## src/rtl/memshare_rqst_sched.sv

```systemverilog
// Read-request sequencer for the SCU.memShare() period: one start pulse becomes a
// counted valid/ready burst. Optional DRC0 rebase is built only with MEMSHARE_RQST_SCHED_DRC_REBASE_EN.
module memshare_rqst_sched #(
  parameter int ADDR_WIDTH    = 7,
  parameter int OPERAND_WIDTH = 3,
  parameter int RQST_NUM      = 8,
  parameter int CNT_WIDTH     = $clog2(RQST_NUM + 1)
) (
  input  logic                     sys_clk,
  input  logic                     rstn,
  input  logic                     scu_begin_i,
  input  logic [ADDR_WIDTH-1:0]    base_addr_i,
  input  logic [OPERAND_WIDTH-1:0] stride_i,
  input  logic                     drc_valid_i,
  input  logic [1:0]               drc_result_i,
  input  logic [ADDR_WIDTH-1:0]    drc_base_addr_i,
  input  logic                     rqst_ready_i,
  output logic                     rqst_valid_o,
  output logic [ADDR_WIDTH-1:0]    rqst_addr_o,
  output logic [OPERAND_WIDTH-1:0] increment_operand_o,
  output logic                     scu_busy_o,
  output logic                     scu_done_o,
  output logic                     err_overrun_o,
  output logic [1:0]               dbg_state_o
);

  typedef enum logic [1:0] {
    S_IDLE  = 2'd0,
    S_ISSUE = 2'd1,
    S_DONE  = 2'd2
  } state_t;

  // Handshake: a request transfers on any cycle where rqst_valid_o and rqst_ready_i
  // are both high; valid and address are held unchanged until that happens.
  state_t                   r_state, w_state_nxt;
  logic [CNT_WIDTH-1:0]     r_cnt, w_cnt_nxt;
  logic [ADDR_WIDTH-1:0]    r_addr, w_addr_nxt;
  logic [OPERAND_WIDTH-1:0] r_incr, w_incr_nxt;
  logic                     r_valid, w_valid_nxt;
  logic                     r_busy, w_busy_nxt;
  logic                     r_done, w_done_nxt;
  logic                     r_err, w_err_nxt;
  logic                     w_hs;

  assign w_hs = r_valid & rqst_ready_i;

`ifndef MEMSHARE_RQST_SCHED_DRC_REBASE_EN
  logic w_unused_rebase;
  assign w_unused_rebase = ^{drc_result_i[0], drc_base_addr_i};
`endif

  always_ff @(posedge sys_clk or posedge rstn) begin
    if (rstn) begin
      r_state <= S_IDLE;
      r_cnt   <= '0;
      r_addr  <= '0;
      r_incr  <= OPERAND_WIDTH'(1);
      r_valid <= 1'b0;
      r_busy  <= 1'b0;
      r_done  <= 1'b0;
      r_err   <= 1'b0;
    end else begin
      r_state <= w_state_nxt;
      r_cnt   <= w_cnt_nxt;
      r_addr  <= w_addr_nxt;
      r_incr  <= w_incr_nxt;
      r_valid <= w_valid_nxt;
      r_busy  <= w_busy_nxt;
      r_done  <= w_done_nxt;
      r_err   <= w_err_nxt;
    end
  end

  always_comb begin
    w_state_nxt = r_state;
    w_cnt_nxt   = r_cnt;
    w_addr_nxt  = r_addr;
    w_incr_nxt  = r_incr;
    w_valid_nxt = r_valid;
    w_done_nxt  = 1'b0;
    w_err_nxt   = r_err;
    case (r_state)
      S_IDLE: begin
        if (scu_begin_i) begin
          w_state_nxt = S_ISSUE;
          w_addr_nxt  = base_addr_i;
          w_cnt_nxt   = CNT_WIDTH'(RQST_NUM);
          w_valid_nxt = 1'b1;
        end
      end
      S_ISSUE: begin
        if (scu_begin_i) w_err_nxt = 1'b1;
        if (w_hs) begin
          w_cnt_nxt = r_cnt - CNT_WIDTH'(1);
`ifdef MEMSHARE_RQST_SCHED_DRC_REBASE_EN
          if (drc_valid_i & drc_result_i[0]) begin
            w_addr_nxt = drc_base_addr_i;
          end else
`endif
          if (drc_valid_i & drc_result_i[1]) begin
            w_addr_nxt = r_addr + ADDR_WIDTH'(stride_i);
            w_incr_nxt = stride_i;
          end else begin
            w_addr_nxt = r_addr + ADDR_WIDTH'(1);
            w_incr_nxt = OPERAND_WIDTH'(1);
          end
          // Last transfer: drop valid on this same edge and flag completion next cycle.
          if (r_cnt == CNT_WIDTH'(1)) begin
            w_state_nxt = S_DONE;
            w_valid_nxt = 1'b0;
            w_done_nxt  = 1'b1;
          end
        end
      end
      S_DONE: begin
        if (scu_begin_i) w_err_nxt = 1'b1;
        w_state_nxt = S_IDLE;
      end
      default: begin
        w_state_nxt = S_IDLE;
        w_valid_nxt = 1'b0;
      end
    endcase
    w_busy_nxt = (w_state_nxt == S_ISSUE);
  end

  assign rqst_valid_o        = r_valid;
  assign rqst_addr_o         = r_addr;
  assign increment_operand_o = r_incr;
  assign scu_busy_o          = r_busy;
  assign scu_done_o          = r_done;
  assign err_overrun_o       = r_err;
  assign dbg_state_o         = r_state;

endmodule

```

## config.mk

```make
export PLATFORM = sky130hd
export DESIGN_NAME = memshare_rqst_sched
export DESIGN_NICKNAME = d
export VERILOG_FILES = /design/src/rtl/memshare_rqst_sched.sv
export SDC_FILE = /design/constraint.sdc
export NUM_CORES = 1
export LEC_CHECK = 0
export CELL_PAD_IN_SITES_DETAIL_PLACEMENT = 0
export CELL_PAD_IN_SITES_GLOBAL_PLACEMENT = 1
export CORE_UTILIZATION = 34
export DETAILED_ROUTE_END_ITERATION = 8
export PLACE_DENSITY = 0.91
export SYNTH_ARGS = -nofsm -noshare
export SYNTH_HDL_FRONTEND = slang
export SYNTH_SLANG_ARGS = --single-unit
export TNS_END_PERCENT = 100
```

## constraint.sdc

```tcl
create_clock -name sys_clk -period 2 [get_ports sys_clk]
set_clock_uncertainty 0.2 [all_clocks]
set_input_delay 0.2 -clock sys_clk [delete_from_list [all_inputs] [get_ports sys_clk]]
set_output_delay 0.2 -clock sys_clk [all_outputs]
set_load 0.1 [all_outputs]
```

==> flow_summary.yaml <==
status:
  status: "complete, but fails checks"
  violations: "hold timing"
final_layout:
  mostFrequentLayoutCell: "buf_4"
  drive_gt1_frac: 0.298
  area_growth_pct: 40.8
  antenna_cells: 0
  fillers: 331
  layout_common_cells: "buf_4, nand2_1, clkdlybuf4s50_1"
  fin_nets: 205
cts:
  cts.sinks: 20
  cts_hold_buffers: 0
  clk-insertion-delay-late_ns: 0.32
  tritoncts: "yes"
  clock_path_buffers: 2
  numCtsBuffers: 3
  post_cts_buffers: 0
  cts-root-buf: "clkbuf_4"
  htree_num_levels: 1
  path_clk_slew_ns: 0.12
global_route:
  antenna_found_initial: 0
  grt_max_degree: 21
  grt-ovfl-total: 0
  grt_pass1_wl_mm: 5.05
  track_usage: 0.162
  grt_use_met1: 0.220
  use_met3: 0.0219
  gr-usage-met2: 0.257
  busiest_layer: "met2"
  grt_pass1_vias: 1114
logic_synthesis:
  syn_nets: 165
  ys_seq_area_frac: 0.403
  synth_cells: 132
  avgSynthCellArea_sq_um: 9.43
  synth_cell_type_count: 39
  synth-main-ff-cell: "dfrtp_1"
  synth_edf_count: 0
  ys_ff_latch: 20
  async_reset_ff_frac: 1.00
  synth_area_sq_um: 1240
  yosys_warnings: 0
route:
  drc: 0
  first_pass_iters: 4
  viasPerCell: 5.15
  drt_iter0_markers: 22
  vias: 1117
  wire_per_inst_um: 13.9
  ant_nets: 0
  drt_wl_total_mm: 3.02
placed_design:
  gp_congestion: 0.781
  hpwl_mm: 2.23
  pre_cts_slack_ns: -0.326
  port_buffers: 31
timing:
  rsz0062_at_grt: "true"
  max_freq_ghz: 0.518
  timing.hold.ws_ns: -0.00556
  finalHoldViolCount: 11
  totalNegativeSetupSlack_ns: 0
  drv_slew: 0
  worst_slack_ns: 0.0682
  tightestPinTransition_ns: 0.303
  finalCritPeriodShare: 0.966
  min_period_ns: 1.93
  relSlewSlack: 0.797
  setup_viol: 0
floorplanning:
  die_y_um: 62.5
  die_area_sq_um: 3910
  dieWidth_um: 62.5
  start_util: 0.364
  io_pins: 40
  rows: 21
  fp.coreArea_sq_um: 3420
worst_setup_path:
  arrival_ns: 1.99
  r2r_start: "dbg_state_o[0]"
  critical_path.endpoint_type: "register"
  crit_fanout: 3
  startpoint_type: "input pin"
  critPathKind: "input pin to register"
  critPathRequiredTime_ns: 2.06
  setup.worst_path.start: "stride_i[0]"
min_path:
  worstHoldPathType: "input pin to async pin"
run:
  drv_cap: 0
flip-flops by register name (all words and copies together) (netlist names):
register	cells
dbg_state_o	2
err_overrun_o	1
increment_operand_o	3
r_cnt	4
rqst_addr_o	7
rqst_valid_o	1
scu_busy_o	1
scu_done_o	1
stage by stage:
stage	std cells	cell area, sq um	utilization
4_1_cts	217	1730	0.507
2_1_floorplan	132	1280	-
3_3_place_gp	213	1700	0.496
5_1_grt	217	1750	0.513
3_5_place_dp	213	1700	0.496
6_report	217	1750	0.513
critical path: stages:
cell             delay (ns)
clkdlybuf4s50_1        0.45
nand3b_1               0.16
ha_4                   0.15
inv_1                  0.04
fa_2                   0.36
nor2b_4                0.13
buf_6                  0.11
o21ai_1                0.08
a21oi_2                0.18
a2bb2oi_2              0.14
layout make-up:
type / count / area [sq um] / area share
timing repair buffer: 40 / 404 / 0.231
tap: 46 / 57.6 / 0.0328
inverter: 10 / 37.5 / 0.0214
clock buffer: 4 / 36.3 / 0.0207
multi-input combinational: 97 / 698 / 0.398
sequential: 20 / 519 / 0.296
kinds of logic after synthesis:
| family | Yosys count | share of synthesized area |
|---|---|---|
| adders and majority gates | 9 | 0.0965 |
| AOI/OAI and AO/OA | 40 | 0.228 |
| muxes | 1 | 0.00804 |
| buffers and inverters | 15 | 0.0643 |
| and+or+nand+nor | 45 | 0.186 |
| DFF | 20 | 0.403 |
| xor gates and xnor gates | 2 | 0.0141 |
Yosys cell counts, drive strengths merged (2+ instances only):
library cell / count / area, sq um
a21o: 2 / 15.0
a21oi: 11 / 66.3
a2bb2oi: 3 / 26.3
and2: 2 / 12.5
and3: 3 / 18.8
buf: 5 / 42.5
dfrtp: 19 / 475
ha: 8 / 100
inv: 10 / 37.5
nand2: 16 / 60.1
nand2b: 3 / 21.3
nand3: 6 / 30.0
nand4: 3 / 18.8
nor2: 4 / 15.0
nor2b: 4 / 32.5
nor3: 3 / 15.0
o211ai: 3 / 27.5
o21ai: 13 / 76.3
o22ai: 2 / 12.5
final timing paths:
path	to	slack (ns)	cells past startpoint
max	rqst_addr_o[4]	0.07	10
min reg2reg	increment_operand_o[0]	0.29	2
min in group sys_clk	rqst_addr_o[5]	0.29	3
min	increment_operand_o[1]	-0.006	3
max reg2reg	rqst_addr_o[6]	0.07	6
max in group asynchronous	increment_operand_o[0]	1.34	3
timing repair:
item,CTS,global route
endpoints found under the setup margin,0,7
hold endpoints to repair,0,0
gates resized for setup,0,7
layer usage:
| layer | share of wire | wire, um |
|---|---|---|
| met3 | 0.039 | 119 |
| met2 | 0.46 | 1400 |
| met1 | 0.48 | 1450 |
| met5 | 0 | 0 |
| met4 | 0.017 | 51 |
Power is not shown: default switching activity piles up to over one toggle a cycle in this logic, so the estimate is an artifact.
